===== src/rtl/m68k_bus_arbiter_pkg.sv =====
// Shared definitions for the PiStorm 68k bus arbiter: FSM encoding,
// default timing constants and a counter sizing helper.
package pistorm_pkg;

    typedef enum logic [2:0] {
        ST_LOCAL   = 3'd0,
        ST_BR_PEND = 3'd1,
        ST_GRANT   = 3'd2,
        ST_EXT     = 3'd3,
        ST_SETTLE  = 3'd4
    } arb_state_t;

    localparam int DEF_GRANT_TIMEOUT = 15;
    localparam int DEF_SETTLE_CYCLES = 1;

    // Bits needed to hold 0..max_val; never less than one bit.
    function automatic int cnt_width(input int max_val);
        return (max_val < 1) ? 1 : $clog2(max_val + 1);
    endfunction

endpackage


===== src/rtl/m68k_bus_arbiter_if.sv =====
// 68k bus arbitration signals between the arbiter and the rest of the
// system (external master pins and the local bus sequencer).
interface m68k_bus_arbiter_if;
    logic M68K_CLK;
    logic M68K_BR_n;
    logic M68K_BGACK_n;
    logic local_req;
    logic local_busy;
    logic M68K_BG_n;
    logic local_grant;
    logic bus_release;
    logic grant_timeout;

    // Arbiter side.
    modport master (
        input  M68K_CLK, M68K_BR_n, M68K_BGACK_n, local_req, local_busy,
        output M68K_BG_n, local_grant, bus_release, grant_timeout
    );

    // Bus / sequencer side.
    modport slave (
        output M68K_CLK, M68K_BR_n, M68K_BGACK_n, local_req, local_busy,
        input  M68K_BG_n, local_grant, bus_release, grant_timeout
    );
endinterface


===== src/rtl/m68k_bus_arbiter_sync_edge.sv =====
// N-flop synchronizer with rise/fall detection on the synchronized level.
// stage[0] is the first flop, stage[N-1] the oldest sample.
module sync_edge #(
    parameter int   N       = 2,
    parameter logic RST_VAL = 1'b1
) (
    input  logic clk,
    input  logic rst,
    input  logic d,
    output logic q,
    output logic rise,
    output logic fall
);
    logic [N-1:0] stage;

    // Shift the asynchronous input through the flop chain.
    always_ff @(posedge clk or posedge rst) begin
        if (rst) stage <= {N{RST_VAL}};
        else     stage <= {stage[N-2:0], d};
    end

    assign q    = stage[N-1];
    assign rise = ~stage[N-1] &  stage[N-2];
    assign fall =  stage[N-1] & ~stage[N-2];
endmodule


===== src/rtl/m68k_bus_arbiter.sv =====
// 68000 bus arbiter: hands the bus to an external master on BR_n/BG_n/BGACK_n
// and returns it to the local sequencer. All decisions are taken on falling
// edges of the (oversampled) 7 MHz bus clock.
module m68k_bus_arbiter
    import pistorm_pkg::*;
#(
    parameter int GRANT_TIMEOUT = DEF_GRANT_TIMEOUT,
    parameter int SETTLE_CYCLES = DEF_SETTLE_CYCLES
) (
    input logic               PI_CLK,
    input logic               RST,
    m68k_bus_arbiter_if.master bus
);
    localparam int CW = cnt_width(GRANT_TIMEOUT);
    localparam int SW = cnt_width(SETTLE_CYCLES);
    localparam logic [CW-1:0] TO_MAX = CW'(GRANT_TIMEOUT);

    arb_state_t    state, state_nxt;
    logic [CW-1:0] grant_cnt, grant_cnt_nxt;
    logic [SW-1:0] settle_cnt, settle_cnt_nxt;
    logic          timeout_evt, timeout_q;
    logic          bg_n, local_grant, bus_release;

    logic c7m_fall, c7m_level_unused, c7m_rise_unused;
    logic br_n_s, br_rise_unused, br_fall_unused;
    logic bgack_n_s, bgack_rise_unused, bgack_fall_unused;

    sync_edge #(.N(3), .RST_VAL(1'b1)) u_sync_c7m (
        .clk(PI_CLK), .rst(RST), .d(bus.M68K_CLK),
        .q(c7m_level_unused), .rise(c7m_rise_unused), .fall(c7m_fall)
    );

    sync_edge #(.N(2), .RST_VAL(1'b1)) u_sync_br (
        .clk(PI_CLK), .rst(RST), .d(bus.M68K_BR_n),
        .q(br_n_s), .rise(br_rise_unused), .fall(br_fall_unused)
    );

    sync_edge #(.N(2), .RST_VAL(1'b1)) u_sync_bgack (
        .clk(PI_CLK), .rst(RST), .d(bus.M68K_BGACK_n),
        .q(bgack_n_s), .rise(bgack_rise_unused), .fall(bgack_fall_unused)
    );

    // State and counters advance only on bus-clock falling edges; the
    // timeout flag is a single PI_CLK pulse.
    always_ff @(posedge PI_CLK or posedge RST) begin
        if (RST) begin
            state      <= ST_LOCAL;
            grant_cnt  <= '0;
            settle_cnt <= '0;
            timeout_q  <= 1'b0;
        end else begin
            timeout_q <= timeout_evt;
            if (c7m_fall) begin
                state      <= state_nxt;
                grant_cnt  <= grant_cnt_nxt;
                settle_cnt <= settle_cnt_nxt;
            end
        end
    end

    // Next-state, counter and output decode. Counters clear whenever their
    // state is not active, so entry to GRANT/SETTLE always starts at zero.
    always_comb begin
        state_nxt      = state;
        grant_cnt_nxt  = '0;
        settle_cnt_nxt = '0;
        timeout_evt    = 1'b0;
        bg_n           = 1'b1;
        local_grant    = 1'b0;
        bus_release    = 1'b0;
        case (state)
            ST_LOCAL: begin
                // A pending external request beats a local request that has
                // not started yet.
                local_grant = ~(bus.local_req & ~br_n_s);
                if (~bgack_n_s & ~bus.local_busy)
                    state_nxt = ST_EXT;
                else if (~br_n_s | ~bgack_n_s)
                    state_nxt = ST_BR_PEND;
            end
            ST_BR_PEND: begin
                // Wait for the running local cycle to finish.
                if (~bgack_n_s & ~bus.local_busy)
                    state_nxt = ST_EXT;
                else if (br_n_s & bgack_n_s)
                    state_nxt = ST_LOCAL;
                else if (~bus.local_busy)
                    state_nxt = ST_GRANT;
            end
            ST_GRANT: begin
                bg_n          = 1'b0;
                bus_release   = 1'b1;
                grant_cnt_nxt = (grant_cnt == TO_MAX) ? grant_cnt : grant_cnt + 1'b1;
                if (~bgack_n_s)
                    state_nxt = ST_EXT;
                else if (br_n_s)
                    state_nxt = ST_SETTLE;
                else if (int'(grant_cnt) + 1 >= GRANT_TIMEOUT) begin
                    state_nxt   = ST_SETTLE;
                    timeout_evt = c7m_fall;
                end
            end
            ST_EXT: begin
                // BR_n is ignored while the external master holds BGACK_n.
                bus_release = 1'b1;
                if (bgack_n_s)
                    state_nxt = ST_SETTLE;
            end
            ST_SETTLE: begin
                bus_release    = 1'b1;
                settle_cnt_nxt = settle_cnt + 1'b1;
                if (int'(settle_cnt) + 1 >= SETTLE_CYCLES)
                    state_nxt = br_n_s ? ST_LOCAL : ST_BR_PEND;
            end
            default: state_nxt = ST_LOCAL;
        endcase
    end

    assign bus.M68K_BG_n     = bg_n;
    assign bus.local_grant   = local_grant;
    assign bus.bus_release   = bus_release;
    assign bus.grant_timeout = timeout_q;
endmodule


===== src/flat_wrapper.sv =====
// flat-port wrapper written by rule: the top's interface ports become plain ports
module m68k_bus_arbiter_flat import pistorm_pkg::*;
#(
    parameter int GRANT_TIMEOUT = DEF_GRANT_TIMEOUT,
    parameter int SETTLE_CYCLES = DEF_SETTLE_CYCLES
)
  (PI_CLK, RST, bus_M68K_CLK, bus_M68K_BR_n, bus_M68K_BGACK_n, bus_local_req, bus_local_busy, bus_M68K_BG_n, bus_local_grant, bus_bus_release, bus_grant_timeout);
  m68k_bus_arbiter_if bus_i ();
  input logic PI_CLK;
  input logic RST;
  input wire logic [$bits(bus_i.M68K_CLK)-1:0] bus_M68K_CLK;
  input wire logic [$bits(bus_i.M68K_BR_n)-1:0] bus_M68K_BR_n;
  input wire logic [$bits(bus_i.M68K_BGACK_n)-1:0] bus_M68K_BGACK_n;
  input wire logic [$bits(bus_i.local_req)-1:0] bus_local_req;
  input wire logic [$bits(bus_i.local_busy)-1:0] bus_local_busy;
  output wire logic [$bits(bus_i.M68K_BG_n)-1:0] bus_M68K_BG_n;
  output wire logic [$bits(bus_i.local_grant)-1:0] bus_local_grant;
  output wire logic [$bits(bus_i.bus_release)-1:0] bus_bus_release;
  output wire logic [$bits(bus_i.grant_timeout)-1:0] bus_grant_timeout;
  assign bus_i.M68K_CLK = bus_M68K_CLK;
  assign bus_i.M68K_BR_n = bus_M68K_BR_n;
  assign bus_i.M68K_BGACK_n = bus_M68K_BGACK_n;
  assign bus_i.local_req = bus_local_req;
  assign bus_i.local_busy = bus_local_busy;
  assign bus_M68K_BG_n = bus_i.M68K_BG_n;
  assign bus_local_grant = bus_i.local_grant;
  assign bus_bus_release = bus_i.bus_release;
  assign bus_grant_timeout = bus_i.grant_timeout;
  m68k_bus_arbiter #(.GRANT_TIMEOUT(GRANT_TIMEOUT), .SETTLE_CYCLES(SETTLE_CYCLES)) u_core (.PI_CLK(PI_CLK), .RST(RST), .bus(bus_i));
endmodule

===== config.mk =====
export PLATFORM = sky130hd
export DESIGN_NAME = m68k_bus_arbiter_flat
export DESIGN_NICKNAME = d
export VERILOG_FILES = /design/src/rtl/m68k_bus_arbiter_pkg.sv /design/src/rtl/m68k_bus_arbiter_if.sv /design/src/rtl/m68k_bus_arbiter_sync_edge.sv /design/src/rtl/m68k_bus_arbiter.sv /design/src/flat_wrapper.sv
export SDC_FILE = /design/constraint.sdc
export NUM_CORES = 1
export LEC_CHECK = 0
export ABC_AREA = 1
export ABC_CLOCK_PERIOD_IN_PS = 1740
export CORE_MARGIN = 5
export CORE_UTILIZATION = 40
export DETAILED_ROUTE_END_ITERATION = 16
export DONT_BUFFER_PORTS = 1
export SYNTH_ARGS = -nofsm -noshare
export SYNTH_HDL_FRONTEND = slang
export SYNTH_HIERARCHICAL = 1
export SYNTH_SLANG_ARGS = --single-unit

===== constraint.sdc =====
create_clock -name PI_CLK -period 1.74 [get_ports PI_CLK]
set_input_delay 0.261 -clock PI_CLK [delete_from_list [all_inputs] [get_ports PI_CLK]]
set_output_delay 0.261 -clock PI_CLK [all_outputs]
set_load 0.02 [all_outputs]

# Word level (Yosys, flattened, before mapping)
# Cells that the tools add are included.
dict set report totals {
  regBits 16
  in_bits 7
  out_inout_bits 4
  word_cells 60
}
dict set report op_classes {
  n_addsub 4
  order_cmp 2
  n_eq_ne 11
  n_mux 22
  bitwise_logic 10
  reduce_logical 4
}
# op n
set op_table {}
lappend op_table {{$ge 32x2->1 const B} 1}
lappend op_table {{$ge 32x5->1 const B} 1}
lappend op_table {{$mux 3} 10}
lappend op_table {{$pmux 3 s5} 1}
lappend op_table {{$mux 1} 9}
lappend op_table {{$mux 4} 2}
lappend op_table {{$eq 3x2->1 const B} 2}
lappend op_table {{$reduce_and 6->1} 1}
lappend op_table {{$add 4x1->5 const B} 1}
lappend op_table {{$not 1->1} 5}
lappend op_table {{$add 4x1->4 const B} 1}
lappend op_table {{$and 1x1->1} 4}
lappend op_table {{$eq 4x4->1 const B} 1}
lappend op_table {{$ne 2x2->1 const B} 2}
lappend op_table {{$ne 4x2->1 const B} 1}
lappend op_table {{$ne 4x3->1 const B} 1}
lappend op_table {{$eq 3x1->1 const B} 1}
lappend op_table {{$eq 3x3->1 const B} 1}
lappend op_table {{$logic_not 3->1} 1}
lappend op_table {{$ne 3x1->1 const B} 1}
lappend op_table {{$reduce_or 3->1} 1}
lappend op_table {{$add 1x1->2 const B} 1}
lappend op_table {{$ne 2x1->1 const B} 1}
lappend op_table {{$reduce_and 2->1} 1}
lappend op_table {{other kinds (2)} 2}

# Depth between registers and ports, before layout
dict set report logic_depth {
  depth_word 6
  mapped_depth 10
  depth_no_buf 10
}

# Modules after synthesis
# Netlist, hierarchy kept.
# module n_inst cells_per_inst area_each_um2 seq_area_each_um2
set by_module_without_submodules {}
lappend by_module_without_submodules {m68k_bus_arbiter 1 84 600.6 200.2}
lappend by_module_without_submodules {{sync_edge (u_core.u_sync_bgack ...)} 2 7 71.3 52.6}
lappend by_module_without_submodules {{sync_edge (u_core.u_sync_c7m)} 1 8 97.6 78.8}

# Least setup slack after synthesis
# OpenSTA, ideal clock, no wires.
dict set report synth_path {
  path_type {register to output}
  start {reg u_core.state[0]}
  end {out bus_local_grant}
  arrival_ns 1.150
  required_time_ns 1.479
  setup_slack_ns 0.329
  path_stages_with_launch 3
  n_path_buf 0
  cell_sequence {dfrtp_1 -> nor3_1 -> a21boi_0}
}
dict set report synth_between {
  elab_chain_len 2
}
# item line_no
set synth_rtl {}
lappend synth_rtl {{start: declaration} m68k_bus_arbiter.sv:18} ;# arb_state_t state, state_nxt;
lappend synth_rtl {{start signal: assignment} m68k_bus_arbiter.sv:54} ;# state <= state_nxt;
lappend synth_rtl {{$logic_not 3->1} m68k_bus_arbiter.sv:71} ;# case (state)
lappend synth_rtl {{$mux 1} m68k_bus_arbiter.sv:71}
lappend synth_rtl {{end: declaration} flat_wrapper.sv:17} ;# output wire logic [$bits(bus_i.local_grant)-1:0] bus_local_grant;
# No other way between the ends.

# Worst setup path after layout
# Ends and elaborated chain as after synthesis.

==> flow_summary.ini <==
[cells_and_area]
fill_cells = 199
finish.utilization_pct = 47.62
ff_latch_area_um2 = 385.4
fin_nets = 116
instances_no_fill = 133
num_antenna_cells = 0
layout-drive-gt1-share_pct = 20.75
multi_input_area_um2 = 356.6
area_delta_synth_final_pct = 15.11
fin_area_um2 = 924.6

[worst_hold_path]
whs_path_depth = 5
min_from = bus_local_busy
hold_path_end = u_core/state[1]
hp-class = input port to flop

[timing]
finalSetupTns_ns = 0
fmax_mhz = 654.1
slew_headroom_pct = 77.59
hold_violations = 0
worst_clock_skew_ns = 0.004173
setup_violations = 0
setup_slack_ns = 0.2113
final.min_clock_period_ns = 1.529
drv_slew = 0
hold_slack_ns = 0.3263
fin_crit_sh_pct = 87.86
rsz0062_at_grt = no
tightest_slew_ns = 0.3358

[detailed_routing]
antenna_left = 0
first_pass_iters = 4
drt_iter0_markers = 11
wire_per_inst_um = 10.77
drc = 0
dr_total_vias = 621
vias_per_cell = 4.669
routed_wl_um = 1433

[flow_run]
drv_cap = 0

[critical_path]
worst-r2r-cell-count = 10
cp-start-kind = flop
timing.rr.start = u_core/grant_cnt[0]
rrSetupSlack_ns = 0.27
cp_num_buf_inv = 1
required_ns = 1.48
crit_slowest_cell = dfrtp_1
crit_fanout = 5
path_class = flop to output pin
cp_cell_sequence = nor3_2, a21boi_0, buf_4
crit_path_end_kind = output pin
r2r-end = u_core/state[2]
cp_data_arrival_time_ns = 1.27
critical-path-top-delay-family = flip-flops
max_stage_delay_ns = 0.43

[power]
p_sw_mw = 0.4650
power-per-cell-area_nw_per_um2 = 1204
p_seq_share_pct = 43.5
total_power_mw = 1.113
peakVddDrop_uv = 772.1
comb_power_share_pct = 39.4
p_int_mw = 0.6483
power.share.clock_pct = 17.1
leakagePower_nw = 0.4421
swShare_pct = 41.77

[cts]
cts.sinks = 15
cts_inserted_buffers = 3
cts_tree = yes
cts_max_path_buffers = 2
clk_pin_slew_ns = 0.08
ctsHtreeMaxLevel = 1
cts-root-buf = clkbuf_4
insertion_delay_ns = 0.27

[die]
die_h_um = 54.81
die_area_um2 = 3004
die_w_um = 54.81
ios = 11
core_um2 = 1942
rows = 16
start_util_pct = 41.37

[grt]
antenna_found_initial = 0
grt_pass1_vias = 612
grt_first_pass_wirelength_um = 2518
grt-ovfl-total = 0
grt_max_degree = 9
grt_use_total_pct = 12.07

[placement]
placedCellCount = 125
place_congestion = 0.7710
dp_slack_ns = 0.2316
port_buffers = 0
dp_hpwl_um = 1140
placed_cell_area_um2 = 852.1

[yosys]
synthesis.nets = 105
syn_area_um2 = 803.3
syn_avg_cell_area_um2 = 8.367
yosys_warnings = 6
syn_inst = 96

[run_status]
outcome = finished, final reports clean
==> layout by cell type, fill, tap and decap left out, types with 2 or more instances in the layout <==
cell / n
a21oi_1: 2
buf_4: 2
clkbuf_4: 3
dfrtp_1: 7
dfstp_2: 7
dlygate4sd3_1: 4
ha_1: 2
inv_1: 17
nand2_1: 23
nand3_1: 11
nand4_1: 2
nor2_1: 7
nor2_4: 2
o21ai_1: 4
==> worst max-delay path by stage <==
stage                                   start         endpoint  slack (ns)  depth (start not counted)
after detailed placement  u_core/grant_cnt[0]  u_core/state[2]        0.23                         10
after global placement    u_core/grant_cnt[0]  u_core/state[2]        0.27                         10
after CTS                     u_core/state[2]  bus_local_grant        0.15                          3
after floorplan               u_core/state[0]  bus_local_grant        0.33                          2
final                         u_core/state[0]  bus_local_grant        0.21                          3
after global routing      u_core/grant_cnt[0]  u_core/state[0]        0.05                         10
==> final cells by class <==
| type | count | share of cell area [%] |
|---|---|---|
| clock buffer | 4 | 2.842 |
| inverter | 18 | 7.307 |
| multi-input combinational | 63 | 38.57 |
| sequential | 15 | 41.68 |
| tap | 27 | 3.654 |
| timing repair buffer | 6 | 5.954 |
==> registers in the layout, summed over array words and instances (netlist names) <==
name and cells:
u_core/grant_cnt 4, u_core/state 3, u_core/u_sync_c7m/stage 3, u_core/u_sync_bgack/stage 2, u_core/u_sync_br/stage 2, u_core/bus.grant_timeout 1
==> metal layers <==
metal	GRT usage [%]	vias up	part of all wire (%)
li1	-	320	-
met1	15.68	282	50
met2	18.50	17	44
met3	2.725	2	5.1
met4	6.224	0	0.84
met5	0	-	0
==> worst reg2reg max path: cells and delay by family (launching register included) <==
| family | cells | cell delay [ns] |
|---|---|---|
| flip-flops | 1 | 0.42 |
| buffers and inverters | 1 | 0.06 |
| AND/OR/NAND/NOR | 8 | 0.58 |
| adder cells (fa/ha/maj) | 1 | 0.30 |
==> repair_timing <==
| item | CTS | global route |
|---|---|---|
| hold buffers | 4 | 0 |
| resized for setup | 0 | 2 |
| hold endpoints to repair | 18 | 0 |
| setup buffers | 0 | 0 |
| endpoints found under the setup margin | 0 | 3 |
==> power groups by stage <==
stage          registers (mW)  logic, mW  clock network (mW)
5_1_grt                 0.499      0.500               0.220
4_1_cts                 0.476      0.435               0.202
3_3_place_gp            0.482      0.423                   0
6_report                0.485      0.438               0.190
3_5_place_dp            0.482      0.423                   0
2_1_floorplan           0.466      0.351                   0
Note: power is estimated with default switching activity, not from simulation.
